## config.mk

```make
export PLATFORM = sky130hd
export DESIGN_NAME = vending_ctrl_param_flat
export DESIGN_NICKNAME = d
export VERILOG_FILES = /design/src/rtl/vending_ctrl_param_pkg.sv /design/src/rtl/vending_ctrl_param_if.sv /design/src/rtl/vending_ctrl_param_stock.sv /design/src/rtl/vending_ctrl_param.sv /design/src/flat_wrapper.sv
export SDC_FILE = /design/constraint.sdc
export NUM_CORES = 1
export LEC_CHECK = 0
export CELL_PAD_IN_SITES_DETAIL_PLACEMENT = 1
export CELL_PAD_IN_SITES_GLOBAL_PLACEMENT = 1
export CORE_ASPECT_RATIO = 0.7
export CORE_UTILIZATION = 42
export CTS_BUF_LIST = sky130_fd_sc_hd__clkbuf_8 sky130_fd_sc_hd__clkbuf_16
export DETAILED_ROUTE_END_ITERATION = 10
export HOLD_SLACK_MARGIN = 0.15
export PLACE_DENSITY_LB_ADDON = 0.1
export SYNTH_ARGS = -nofsm -noshare
export SYNTH_HDL_FRONTEND = slang
export SYNTH_HIERARCHICAL = 1
export SYNTH_SLANG_ARGS = --single-unit
export TNS_END_PERCENT = 20
```

## constraint.sdc

```tcl
create_clock -name clk -period 10.5 [get_ports clk]
set_clock_uncertainty 0.05 [all_clocks]
set_input_delay 3.15 -clock clk [delete_from_list [all_inputs] [get_ports clk]]
set_output_delay 3.15 -clock clk [all_outputs]
set_load 0.1 [all_outputs]
```

## src/rtl/vending_ctrl_param_pkg.sv

```systemverilog
// vending_ctrl_param_pkg: shared state encoding and keypad constants for the vending controller
package vending_ctrl_param_pkg;
  typedef enum logic [2:0] {S_IDLE, S_DIG1, S_DIG2, S_CHECK, S_WAIT_TRAN, S_VEND, S_DOOR_WAIT} state_t;
  localparam int IDX_W = 7;
  localparam logic [3:0] MAX_DIGIT = 4'd9;
  localparam logic [IDX_W-1:0] RADIX = 7'd10;
endpackage

```

## src/rtl/vending_ctrl_param_if.sv

```systemverilog
// vending_ctrl_param_if: keypad/payment/door inputs and status outputs of the vending controller
interface vending_ctrl_param_if #(parameter int COST_W = 3);
  logic reload_i;
  logic card_in_i;
  logic [3:0] item_code_i;
  logic key_press_i;
  logic valid_tran_i;
  logic door_open_i;
  logic vend_o;
  logic invalid_sel_o;
  logic sold_out_o;
  logic [COST_W-1:0] cost_o;
  logic failed_tran_o;
  modport master (
    output reload_i, card_in_i, item_code_i, key_press_i, valid_tran_i, door_open_i,
    input vend_o, invalid_sel_o, sold_out_o, cost_o, failed_tran_o
  );
  modport slave (
    input reload_i, card_in_i, item_code_i, key_press_i, valid_tran_i, door_open_i,
    output vend_o, invalid_sel_o, sold_out_o, cost_o, failed_tran_o
  );
endinterface

```

## src/rtl/vending_ctrl_param_stock.sv

```systemverilog
// vend_stock_bank: per-item stock counters with bulk reload and saturating single decrement
module vend_stock_bank
  import vending_ctrl_param_pkg::*;
#(
  parameter int NUM_ITEMS  = 20,
  parameter int STOCK_W    = 4,
  parameter int RELOAD_QTY = 10
) (
  input  logic             clk,
  input  logic             rst,
  input  logic             load_all_i,
  input  logic             dec_en_i,
  input  logic [IDX_W-1:0] dec_idx_i,
  input  logic [IDX_W-1:0] rd_idx_i,
  output logic             rd_empty_o
);
  // Indices past NUM_ITEMS read as empty so the lookup needs no range guard
  logic [2**IDX_W-1:0] empty_v;
  for (genvar i = 0; i < 2**IDX_W; i++) begin : g_cnt
    if (i < NUM_ITEMS) begin : g_real
      logic [STOCK_W-1:0] stock_q;
      always_ff @(posedge clk or posedge rst)
        if (rst) stock_q <= '0;
        else if (load_all_i) stock_q <= STOCK_W'(RELOAD_QTY);
        else if (dec_en_i && dec_idx_i == IDX_W'(i) && stock_q != '0) stock_q <= stock_q - STOCK_W'(1);
      assign empty_v[i] = stock_q == '0;
    end else begin : g_pad
      assign empty_v[i] = 1'b1;
    end
  end
  assign rd_empty_o = empty_v[rd_idx_i];
endmodule

```

## src/rtl/vending_ctrl_param.sv

```systemverilog
// vending_ctrl_param: card-operated vending FSM with two-digit selection, cost bands, stock and timeouts
module vending_ctrl_param
  import vending_ctrl_param_pkg::*;
#(
  parameter int NUM_ITEMS   = 20,
  parameter int GROUP_SIZE  = 4,
  parameter int COST_W      = 3,
  parameter int STOCK_W     = 4,
  parameter int RELOAD_QTY  = 10,
  parameter int TIMEOUT_CYC = 5
) (
  input logic clk,
  input logic rst,
  vending_ctrl_param_if.slave bus
);
  localparam int TW = $clog2(TIMEOUT_CYC + 1);
  localparam int CMAX = 2**COST_W - 1;
  state_t state_q, state_d;
  logic [TW-1:0] tmr_q;
  logic card_q, key_q;
  logic [3:0] d1_q, d1_d, d2_q, d2_d;
  logic vend_q, vend_d, inv_q, inv_d, so_q, so_d, ft_q, ft_d;
  logic [COST_W-1:0] cost_q, cost_d, band;
  logic [IDX_W-1:0] idx, band_raw;
  logic card_rise, key_rise, expire, bad_digit, bad_idx, rd_empty;
  assign card_rise = bus.card_in_i & ~card_q;
  assign key_rise  = bus.key_press_i & ~key_q;
  assign expire    = tmr_q == TW'(TIMEOUT_CYC - 1);
  assign bad_digit = bus.item_code_i > MAX_DIGIT;
  assign idx       = IDX_W'(d1_q) * RADIX + IDX_W'(d2_q);
  assign bad_idx   = idx >= IDX_W'(NUM_ITEMS);
  assign band_raw  = idx / IDX_W'(GROUP_SIZE) + IDX_W'(1);
  assign band      = band_raw > IDX_W'(CMAX) ? COST_W'(CMAX) : COST_W'(band_raw);
  vend_stock_bank #(
    .NUM_ITEMS(NUM_ITEMS), .STOCK_W(STOCK_W), .RELOAD_QTY(RELOAD_QTY)
  ) u_bank (
    .clk(clk), .rst(rst),
    .load_all_i(state_q == S_IDLE && bus.reload_i),
    .dec_en_i(state_q == S_WAIT_TRAN && bus.valid_tran_i),
    .dec_idx_i(idx), .rd_idx_i(idx), .rd_empty_o(rd_empty)
  );
  always_ff @(posedge clk or posedge rst)
    if (rst) begin
      state_q <= S_IDLE;
      tmr_q   <= '0;
      card_q  <= 1'b0;
      key_q   <= 1'b0;
      d1_q    <= '0;
      d2_q    <= '0;
      vend_q  <= 1'b0;
      inv_q   <= 1'b0;
      so_q    <= 1'b0;
      ft_q    <= 1'b0;
      cost_q  <= '0;
    end else begin
      state_q <= state_d;
      tmr_q   <= state_d != state_q ? '0 : tmr_q + TW'(1);
      card_q  <= bus.card_in_i;
      key_q   <= bus.key_press_i;
      d1_q    <= d1_d;
      d2_q    <= d2_d;
      vend_q  <= vend_d;
      inv_q   <= inv_d;
      so_q    <= so_d;
      ft_q    <= ft_d;
      cost_q  <= cost_d;
    end
  always_comb begin
    state_d = state_q;
    unique case (state_q)
      S_IDLE:      state_d = card_rise ? S_DIG1 : S_IDLE;
      S_DIG1:      state_d = key_rise ? (bad_digit ? S_IDLE : S_DIG2) : (expire ? S_IDLE : S_DIG1);
      S_DIG2:      state_d = key_rise ? (bad_digit ? S_IDLE : S_CHECK) : (expire ? S_IDLE : S_DIG2);
      S_CHECK:     state_d = (bad_idx || rd_empty) ? S_IDLE : S_WAIT_TRAN;
      S_WAIT_TRAN: state_d = bus.valid_tran_i ? S_VEND : (expire ? S_IDLE : S_WAIT_TRAN);
      S_VEND:      state_d = bus.door_open_i ? S_DOOR_WAIT : (expire ? S_IDLE : S_VEND);
      S_DOOR_WAIT: state_d = bus.door_open_i ? S_DOOR_WAIT : S_IDLE;
      default:     state_d = S_IDLE;
    endcase
  end
  always_comb begin
    d1_d   = d1_q;
    d2_d   = d2_q;
    vend_d = vend_q;
    inv_d  = inv_q;
    so_d   = so_q;
    ft_d   = ft_q;
    cost_d = cost_q;
    unique case (state_q)
      S_IDLE: if (card_rise) begin
        inv_d  = 1'b0;
        so_d   = 1'b0;
        ft_d   = 1'b0;
        cost_d = '0;
      end
      S_DIG1: begin
        d1_d  = key_rise && !bad_digit ? bus.item_code_i : d1_q;
        inv_d = key_rise ? bad_digit : expire;
      end
      S_DIG2: begin
        d2_d  = key_rise && !bad_digit ? bus.item_code_i : d2_q;
        inv_d = key_rise ? bad_digit : expire;
      end
      S_CHECK: begin
        inv_d  = bad_idx;
        so_d   = !bad_idx && rd_empty;
        cost_d = bad_idx || rd_empty ? cost_q : band;
      end
      S_WAIT_TRAN: if (bus.valid_tran_i) vend_d = 1'b1;
      else if (expire) begin
        ft_d   = 1'b1;
        cost_d = '0;
      end
      // An unopened door still counts as dispensed; only VEND drops
      S_VEND: vend_d = bus.door_open_i || !expire;
      S_DOOR_WAIT: if (!bus.door_open_i) begin
        vend_d = 1'b0;
        cost_d = '0;
      end
      default: ;
    endcase
  end
  assign bus.vend_o        = vend_q;
  assign bus.invalid_sel_o = inv_q;
  assign bus.sold_out_o    = so_q;
  assign bus.failed_tran_o = ft_q;
  assign bus.cost_o        = cost_q;
endmodule
```

## src/flat_wrapper.sv

```systemverilog
// flat-port wrapper written by rule: the top's interface ports become plain ports
module vending_ctrl_param_flat import vending_ctrl_param_pkg::*;
#(
  parameter int NUM_ITEMS   = 20,
  parameter int GROUP_SIZE  = 4,
  parameter int COST_W      = 3,
  parameter int STOCK_W     = 4,
  parameter int RELOAD_QTY  = 10,
  parameter int TIMEOUT_CYC = 5
)
  (clk, rst, bus_reload_i, bus_card_in_i, bus_item_code_i, bus_key_press_i, bus_valid_tran_i, bus_door_open_i, bus_vend_o, bus_invalid_sel_o, bus_sold_out_o, bus_cost_o, bus_failed_tran_o);
  vending_ctrl_param_if #(.COST_W(COST_W)) bus_i ();
  input logic clk;
  input logic rst;
  input wire logic [$bits(bus_i.reload_i)-1:0] bus_reload_i;
  input wire logic [$bits(bus_i.card_in_i)-1:0] bus_card_in_i;
  input wire logic [$bits(bus_i.item_code_i)-1:0] bus_item_code_i;
  input wire logic [$bits(bus_i.key_press_i)-1:0] bus_key_press_i;
  input wire logic [$bits(bus_i.valid_tran_i)-1:0] bus_valid_tran_i;
  input wire logic [$bits(bus_i.door_open_i)-1:0] bus_door_open_i;
  output wire logic [$bits(bus_i.vend_o)-1:0] bus_vend_o;
  output wire logic [$bits(bus_i.invalid_sel_o)-1:0] bus_invalid_sel_o;
  output wire logic [$bits(bus_i.sold_out_o)-1:0] bus_sold_out_o;
  output wire logic [$bits(bus_i.cost_o)-1:0] bus_cost_o;
  output wire logic [$bits(bus_i.failed_tran_o)-1:0] bus_failed_tran_o;
  assign bus_i.reload_i = bus_reload_i;
  assign bus_i.card_in_i = bus_card_in_i;
  assign bus_i.item_code_i = bus_item_code_i;
  assign bus_i.key_press_i = bus_key_press_i;
  assign bus_i.valid_tran_i = bus_valid_tran_i;
  assign bus_i.door_open_i = bus_door_open_i;
  assign bus_vend_o = bus_i.vend_o;
  assign bus_invalid_sel_o = bus_i.invalid_sel_o;
  assign bus_sold_out_o = bus_i.sold_out_o;
  assign bus_cost_o = bus_i.cost_o;
  assign bus_failed_tran_o = bus_i.failed_tran_o;
  vending_ctrl_param #(.NUM_ITEMS(NUM_ITEMS), .GROUP_SIZE(GROUP_SIZE), .COST_W(COST_W), .STOCK_W(STOCK_W), .RELOAD_QTY(RELOAD_QTY), .TIMEOUT_CYC(TIMEOUT_CYC)) u_core (.clk(clk), .rst(rst), .bus(bus_i));
endmodule
```

Yosys cells after proc, flatten, opt, wreduce, memory -nomap -nowiden

Cells that the tools add are included.

Register bits after elaboration: 103
Input port bits: 11
Output and inout port bits: 7

Bitwise operators: 4
Multipliers: 1
Reduce and logical (&&, ||, !) cells: 124
Mux-type cells: 74
Add/subtract/negate cells: 23
Order comparisons: 4
Equal/unequal tests: 33

Operators by type and width:

| operator            | count |
|---|---|
| $mux 4              | 40 |
| $reduce_bool 4->1   | 21 |
| $logic_not 4->1     | 20 |
| $sub 4x1->4 const B | 20 |
| $eq 7x4->1 const B  | 8 |
| $mux 3              | 15 |
| $logic_and 1x1->1   | 44 |
| $reduce_bool 2->1   | 22 |
| $eq 7x3->1 const B  | 4 |
| $eq 7x5->1 const B  | 4 |
| $pmux 3 s7          | 1 |
| $eq 7x2->1 const B  | 2 |
| $eq 3x3->1 const B  | 4 |
| $pmux 3 s4          | 1 |
| $mux 1              | 9 |
| $lt 7x8->1 const B  | 1 |
| $ne 2x2->1 const B  | 4 |
| $reduce_and 2->1    | 4 |
| $add 7x4->7         | 1 |
| $bmux 1 s7          | 1 |
| $eq 7x1->1 const B  | 1 |
| $ge 7x5->1 const B  | 1 |
| $gt 7x3->1 const B  | 1 |
| $logic_not 7->1     | 1 |
| 21 further kinds    | 33 |

Logic depth before layout (Yosys ltp)

Gate-level depths: netlist of the first run.

Word-level depth: 9
Depth in mapped cells: 12
Depth with buffers taken out: 12

Modules after synthesis

Netlist of the first run, hierarchy kept.

Modules (own cells, without submodules):

| module             | sequential area each (um^2) | cells an instance | area an instance (um^2) | instances |
|---|---|---|---|---|
| vend_stock_bank    | 2001.9                      | 536               | 4902.2                  | 1 |
| vending_ctrl_param | 575.6                       | 170               | 1536.5                  | 1 |

Worst setup path after synthesis of the first run

No wires, ideal clock.

Path kind: input-to-reg
From: input bus_valid_tran_i
To: register u_core.u_bank.g_cnt[4].g_real.stock_q[2]
Stages on the path: 7
Setup slack: 5.418 ns
Data required time: 10.372 ns
Buffers on the path: 1
Data arrival time: 4.954 ns
Cell sequence: nand2_1 -> nor3_1 -> or3b_1 -> or4_1 -> buf_2 -> or3_1 -> a21oi_1

Cells in the longest elaborated chain, start to end: 4

RTL lines:

| item                           | line                           | text |
|---|---|---|
| start, declared                | flat_wrapper.sv:19             | `input wire logic [$bits(bus_i.valid_tran_i)-1:0] bus_valid_tran_i;` |
| $logic_and 1x1->1              | vending_ctrl_param.sv:39       | `.dec_en_i(state_q == S_WAIT_TRAN && bus.valid_tran_i),` |
| $logic_and 1x1->1 (2 in a row) | vending_ctrl_param_stock.sv:25 | `else if (dec_en_i && dec_idx_i == IDX_W'(i) && stock_q != '0) stock_q <= stock_q - STOCK_W'(1);` |
| $reduce_bool 2->1 (no line)    | --                             |  |
| end signal, assigned           | vending_ctrl_param_stock.sv:24 | `else if (load_all_i) stock_q <= STOCK_W'(RELOAD_QTY);` |
| end signal, assigned           | vending_ctrl_param_stock.sv:25 |  |
| end, declared                  | vending_ctrl_param_stock.sv:21 | `logic [STOCK_W-1:0] stock_q;` |

No other way between the ends.
A chain may end at the register's enable or synchronous reset.

Worst setup path in the final report of the first run

From: input bus_valid_tran_i
To: register u_core.u_bank.g_cnt[8].g_real.stock_q[2]

Cells in the longest elaborated chain, start to end: 4

RTL lines:

| item                           | line |
|---|---|
| $logic_and 1x1->1              | vending_ctrl_param.sv:39 |
| $logic_and 1x1->1 (2 in a row) | vending_ctrl_param_stock.sv:25 |
| $reduce_bool 2->1 (no line)    | -- |
| end signal, assigned           | vending_ctrl_param_stock.sv:24 |
| end signal, assigned           | vending_ctrl_param_stock.sv:25 |
| end, declared                  | vending_ctrl_param_stock.sv:21 |

No other way between the ends.

==> impl_results.md, run 1 <==
* Hold path startpoint: u_core/tmr_q[0]
* YS warnings at 6
* Reg2reg setup slack at 6.34 ns
* I/O pin count at 18
* Delay-heaviest family, CP: simple AND/OR/NAND/NOR gates
* Clock buffer depth at 2
* Worst VDD drop at 0.128 mV
* Crit path largest cell delay at 0.67 ns
* CTS Buf Count at 9
* Power density over cell area at 239 nW/µm²
* 1st-iter DRT viols at 205
* Post-synthesis sequential area ratio at 40.0%
* Final #Nets at 767
* Post-Synthesis Cells at 706
* Overflow left after global routing at 0
* CP max-delay cell: or4_1
* Achievable Freq at 177 MHz
* Vias at 5148
* Vias per cell at 5.70
* Worst hold path type: flop to flop
* Worst-Margin Slew at 1.05 ns
* Critical path fanouts, max at 7
* Postcts setup bufs at 0
* Final core occ at 47.4%
* CP arrival at 5.87 ns
* Setup TNS at 0 ns
* CTS Root Cell: clkbuf_16
* Final GP Congestion at 0.800
* Commonest non-fill, non-tap cells in the layout: dfrtp_1, inv_1, ha_1
* Die Ht at 106 µm
* Worst-path cell chain: clkdlybuf4s50_1, nand2_1, nor3_1, or3b_1, or4_1, or3_1, a21oi_1
* Overall Global Routing Usage at 21.4%
* Final worst-path cycle share at 53.9%
* LEAKAGE at 0.00291 µW
* Initial core utilization at 43.5%
* Final setup viols at 0
* Post-CTS Resized at 0
* WHS Endpoint: u_core/tmr_q[0]
* Syn nets at 770
* First-pass GRT wire length at 27000 µm
* Post-synth top flop: dfrtp_1
* Max Cap Violations at 0
* Dpl ws at 4.46 ns
* Area added between synthesis and finish at 9.09%
* Die area at 15800 µm²
* Outcome: finished clean
* Min Hold Slack at 0.420 ns
* WHS Path Cells at 1
* Post-route ant nets at 0
* Synth async-reset ratio at 100%
* Yosys reg bits at 103
* Clk sinks at 103
* End of the worst register-to-register path: u_core/bus.cost_o[2]
* Final worst slack at 4.84 ns
* Buf/Inv on CP at 1
* DRC Markers at 0
* R2r worst-path depth at 12
* Mapped Area at 6440 µm²
* Worst skew pair latency at 0.35 ns
* H-tree levels at 3
* Worst Setup Start Kind: input port
* Reg2reg start: u_core/d1_q[1]
* Mean Syn Cell Area at 9.12 µm²
* Initial antenna violation count at 0
* Slew HR at 29.7%
* Final hold violations at 0
* N_diodes at 0
* Vias in the first global route at 5390
* Netlist cell types at 64
* TritonRoute pass-1 iters at 4
* Clk pin slew, worst setup/hold paths at 0.08 ns
* Tmin final at 5.66 ns
* Final Slew Violations at 0
* Clock tree from TritonCTS: yes
* Fillers at 1718
* PortBufs at 17
* Largest net degree at the start of global routing at 47
* Drt total wl at 15600 µm
* Core Footprint at 14800 µm²
* DP Wirelength at 11300 µm
* DR WL/cell at 17.3 µm
* Commonest non-fill, non-tap cell in the layout: dfrtp_1
* Unrepaired setup endpoints after global routing: no
* Number of synthesized flops with an enable pin at 0
* Setup CP Type: input port to flop
* Worst EP required at 10.71 ns
* Layout cells sized above 1 at 6.92%
* Hold_buf cts at 0
* Die width at 150 µm
* Critical Path Start: bus_valid_tran_i
* Num rows at 37
* CP Capture Type: flop
==> final cells by class <==
class                      count  area [µm²]  area share [%]
sequential                   103        2580            36.7
tap                          195         244            3.47
clock inverter                 7        71.3            1.02
inverter                      79         298            4.24
clock buffer                   9         225            3.21
multi-input combinational    490        3420            48.6
timing repair buffer          20         193            2.74
==> sequential cells by signal (all words and copies together) (netlist names), 3 cells and up <==
| register | flops |
|---|---|
| u_core/d1_q | 4 |
| u_core/tmr_q | 3 |
| u_core/state_q | 3 |
| u_core/d2_q | 4 |
| u_core/u_bank/g_cnt.g_real.stock_q | 80 |
| u_core/bus.cost_o | 3 |
==> synthesized netlist by cell type (3+ instances only) <==
| library cell | number | area share (%) |
|---|---|---|
| dfrtp_1 | 103 | 40 |
| inv_1 | 78 | 4.5 |
| ha_1 | 51 | 9.9 |
| or3_1 | 47 | 4.6 |
| o21ai_0 | 45 | 3.5 |
| nor2_1 | 40 | 2.3 |
| nand2_1 | 39 | 2.3 |
| a21oi_1 | 38 | 3.0 |
| nand3_1 | 25 | 1.9 |
| clkbuf_1 | 21 | 1.2 |
| or4_1 | 18 | 2.1 |
| xnor2_1 | 17 | 2.3 |
| nor3b_1 | 16 | 1.9 |
| o211ai_1 | 13 | 1.5 |
| o31ai_1 | 13 | 1.5 |
| buf_2 | 12 | 0.93 |
| nand2b_1 | 10 | 0.97 |
| mux2_2 | 9 | 1.6 |
| nor3_1 | 9 | 0.70 |
| o21ai_1 | 8 | 0.62 |
| or3b_2 | 8 | 1.1 |
| and3_1 | 7 | 0.68 |
| nor4_1 | 6 | 0.58 |
| a211oi_1 | 4 | 0.47 |
| mux2i_1 | 4 | 0.62 |
| o311ai_0 | 4 | 0.54 |
| a21boi_0 | 3 | 0.35 |
| a31oi_1 | 3 | 0.29 |
| nand3b_1 | 3 | 0.35 |
| nor2b_1 | 3 | 0.29 |
| nor4bb_1 | 3 | 0.47 |
| or2_2 | 3 | 0.29 |
==> how the worst max path moves through the flow <==
| stage | slack, ns | end | cells after the start |
|---|---|---|---|
| 2_1_floorplan | 5.25 | u_core/u_bank/g_cnt[0].g_real.stock_q[0] | 1 |
| 3_3_place_gp | 4.54 | u_core/u_bank/g_cnt[0].g_real.stock_q[2] | 7 |
| 3_5_place_dp | 4.46 | u_core/u_bank/g_cnt[0].g_real.stock_q[2] | 7 |
| 4_1_cts | 4.84 | u_core/u_bank/g_cnt[0].g_real.stock_q[2] | 7 |
| 5_1_grt | 4.68 | u_core/u_bank/g_cnt[8].g_real.stock_q[2] | 7 |
| 6_report | 4.84 | u_core/u_bank/g_cnt[8].g_real.stock_q[2] | 7 |
==> per-layer routing <==
| metal | track usage, % | share of wire, % |
|---|---|---|
| met5 | 0 | 0 |
| met4 | 4.04 | 0.88 |
| met3 | 3.77 | 2.3 |
| met2 | 32.9 | 44 |
| met1 | 31.5 | 52 |
==> through the flow <==
stage	std cells	power [µW]	instance area [µm²]
2_1_floorplan	706	1110	6440
3_3_place_gp	887	1320	6730
3_5_place_dp	887	1340	6730
4_1_cts	903	1700	7020
5_1_grt	903	1810	7020
6_report	903	1680	7020
==> kinds of logic after synthesis <==
logic type | Yosys count | synth area share (%)
xor+xnor | 19 | 2.58
buf+inv | 113 | 6.94
flops | 103 | 40.0
compound gates | 152 | 14.7
simple gates | 251 | 22.3
mux | 15 | 2.90
fa+ha+maj | 53 | 10.5
==> report_power, final <==
| part | total, µW | switching (µW) | internal (µW) |
|---|---|---|---|
| clock network | 344 | 158 | 186 |
| registers | 485 | 55.1 | 430 |
| logic | 849 | 565 | 284 |
| total | 1680 | 779 | 900 |
(Power assumes the default switching activity.)
==> run 2: changes to the inputs <==
- clock period: 10.5 -> 5.3 ns (I/O delays scaled with it)
==> run 2 against run 1 <==
Against the previous run: via count down 0.31%; setup slack got worse by 3.7 ns; sequential share of layout area is 0.18 points lower; first-iteration DRC count rose by 14%; utilization rose by 0.24 points; sequential cell count unchanged; critical path depth is the same; sequential power up 99%; count of clock-buffer cells in the layout rose by 1; global-route usage rose by 0.71 points; wire length rose by 1.3%; design area rose by 0.50%.
==> impl_results.md, run 2 (synthesis results as in run 1) <==
* Worst hold path type: flop to flop (unchanged)
* Area occupied by multi-input gates at 3420 µm² (unchanged)
* Final worst slack at 1.12 ns (was 4.84 ns)
* CTS Buf Count at 9 (unchanged)
* DP Wirelength at 11500 µm (was 11300 µm)
* Final worst-path cycle share at 78.9%
* Die area at 15800 µm² (unchanged)
* PortBufs at 17 (unchanged)
* Critical path fanouts, max at 7 (unchanged)
* Max Cap Violations at 0 (unchanged)
* Hold_buf cts at 0 (unchanged)
* Vias per cell at 5.68 (was 5.70)
* CP Capture Type: flop (unchanged)
* CTS Root Cell: clkbuf_16 (unchanged)
* Dpl ws at 0.817 ns (was 4.46 ns)
* Initial antenna violation count at 0 (unchanged)
* Layout cells sized above 1 at 6.91% (was 6.92%)
* Top Registers: u_core/u_bank/g_cnt.g_real.stock_q: 80 flops, u_core/d1_q: 4 flops, u_core/d2_q: 4 flops (unchanged)
* Area added between synthesis and finish at 9.64% (was 9.09%)
* Final Slew Violations at 0 (unchanged)
* Crit path largest cell delay at 0.75 ns (was 0.67 ns)
* Final hold violations at 0 (unchanged)
* Commonest non-fill, non-tap cells in the layout: dfrtp_1, inv_1, ha_1 (unchanged)
* Outcome: finished clean (unchanged)
* Power density over cell area at 472 nW/µm² (was 239 nW/µm²)
* Tmin final at 4.18 ns
* TritonRoute pass-1 iters at 4 (unchanged)
* CP arrival at 4.40 ns (was 5.87 ns)
* DR WL/cell at 17.5 µm (was 17.3 µm)
* Worst-path cell chain: clkdlybuf4s50_1, nand2_1, nor3_1, nand3b_1, or4_1, or3_1, a21oi_1 (was clkdlybuf4s50_1, nand2_1, nor3_1, or3b_1, or4_1, or3_1, a21oi_1)
* Clk pin slew, worst setup/hold paths at 0.07 ns (was 0.08 ns)
* Worst EP required at 5.52 ns (was 10.71 ns)
* Unrepaired setup endpoints after global routing: no (unchanged)
* Vias at 5132 (was 5148)
* CP max-delay cell: or4_1 (unchanged)
* First-pass GRT wire length at 27700 µm (was 27000 µm)
* I/O pin count at 18 (unchanged)
* Commonest non-fill, non-tap cell in the layout: dfrtp_1 (unchanged)
* Setup CP Type: input port to flop (unchanged)
* Die Ht at 106 µm (unchanged)
* DRC Markers at 0 (unchanged)
* Fillers at 1723 (was 1718)
* Final GP Congestion at 0.796 (was 0.800)
* Achievable Freq at 239 MHz
* Setup TNS at 0 ns (unchanged)
* Core Footprint at 14800 µm² (unchanged)
* Worst Setup Start Kind: input port (unchanged)
* Clock buffer depth at 2 (unchanged)
* Slew HR at 34.3% (was 29.7%)
* Post-CTS Resized at 0 (unchanged)
* H-tree levels at 3 (unchanged)
* Final #Nets at 768 (was 767)
* Final Power at 3330 µW (was 1680 µW)
* 1st-iter DRT viols at 234 (was 205)
* Vias in the first global route at 5476 (was 5390)
* N_diodes at 0 (unchanged)
* Final setup viols at 0 (unchanged)
* Initial core utilization at 43.5% (unchanged)
* Post-route ant nets at 0 (unchanged)
* Worst-Margin Slew at 0.982 ns (was 1.05 ns)
* Largest register by flop count: u_core/u_bank/g_cnt.g_real.stock_q (unchanged)
* Clk sinks at 103 (unchanged)
* Overall Global Routing Usage at 22.1% (was 21.4%)
* Clock tree from TritonCTS: yes (unchanged)
* Postcts setup bufs at 0 (unchanged)
* Largest net degree at the start of global routing at 46 (was 47)
* Sequential Area at 2580 µm² (unchanged)
* LEAKAGE at 0.00292 µW (was 0.00291 µW)
* Worst skew pair latency at 0.35 ns (about the same)
* Die width at 150 µm (unchanged)
* Num rows at 37 (unchanged)
* Largest register FFs at 80 (unchanged)
* Overflow left after global routing at 0 (unchanged)
* Drt total wl at 15900 µm (was 15600 µm)
* Worst VDD drop at 0.314 mV (was 0.128 mV)
run 2: cell count changes in the layout (fill, tap and decap cells not counted), sizes merged:
cell / before / now
clkinv: 6 / 4
buf: 3 / 4
bufinv: 1 / 2
clkbuf: 9 / 10
clkinvlp: 0 / 1
inv: 79 / 78
run 2: routing by layer:
metal | vias up | global-route usage [%] | part of all wire, %
li1 | 2490 | - | -
met1 | 2573 | 32.6 | 52
met2 | 54 | 33.7 | 44
met3 | 15 | 3.59 | 3.0
met4 | 0 | 5.19 | 0.94
met5 | - | 0 | 0
run 2: path summary, 6_finish.rpt:
| check | end | from | cells past startpoint | slack [ns] |
|---|---|---|---|---|
| setup / recovery | u_core/u_bank/g_cnt[10].g_real.stock_q[2] | bus_valid_tran_i | 7 | 1.12 |
| min in group asynchronous | u_core/u_bank/g_cnt[12].g_real.stock_q[0] | rst | 2 | 1.59 |
| hold reg to reg | u_core/tmr_q[0] | u_core/tmr_q[0] | 1 | 0.41 |
| max in group asynchronous | u_core/u_bank/g_cnt[4].g_real.stock_q[0] | rst | 3 | 2.80 |
| setup reg to reg | u_core/bus.cost_o[2] | u_core/d1_q[1] | 12 | 1.14 |
| hold / removal | u_core/tmr_q[0] | u_core/tmr_q[0] | 1 | 0.41 |
run 2: area by class of cell:
type	count	share of cell area [%]
multi-input cells	490	48.4
flip-flops and latches	103	36.5
inverters	79	4.22
well taps	195	3.46
clock buffers	10	3.39
repair buffers	21	2.84
clock inverters	6	1.21
run 2: where the power goes:
part / total, µW / internal (µW) / switching (µW)
sequential: 965 / 852 / 113
combinational: 1640 / 548 / 1090
clock: 733 / 426 / 308
total: 3330 / 1830 / 1510
run 2: metrics by stage:
step / cells / utilization [%] / area, µm² / hold slack (ns)
after floorplan: 706 / - / 6440 / 0.382
after global placement: 888 / 45.5 / 6740 / 0.395
after detailed placement: 888 / 45.5 / 6740 / 0.417
after CTS: 904 / 47.7 / 7060 / 0.427
after global routing: 904 / 47.7 / 7060 / 0.437
final: 904 / 47.7 / 7060 / 0.413
run 2: critical path: cells and delay by family:
| family | cells | cell delay, ns |
|---|---|---|
| AO/OA/AOI/OAI | 1 | 0.16 |
| AND/OR/NAND/NOR | 5 | 2.12 |
| buffers and inverters | 1 | 0.52 |
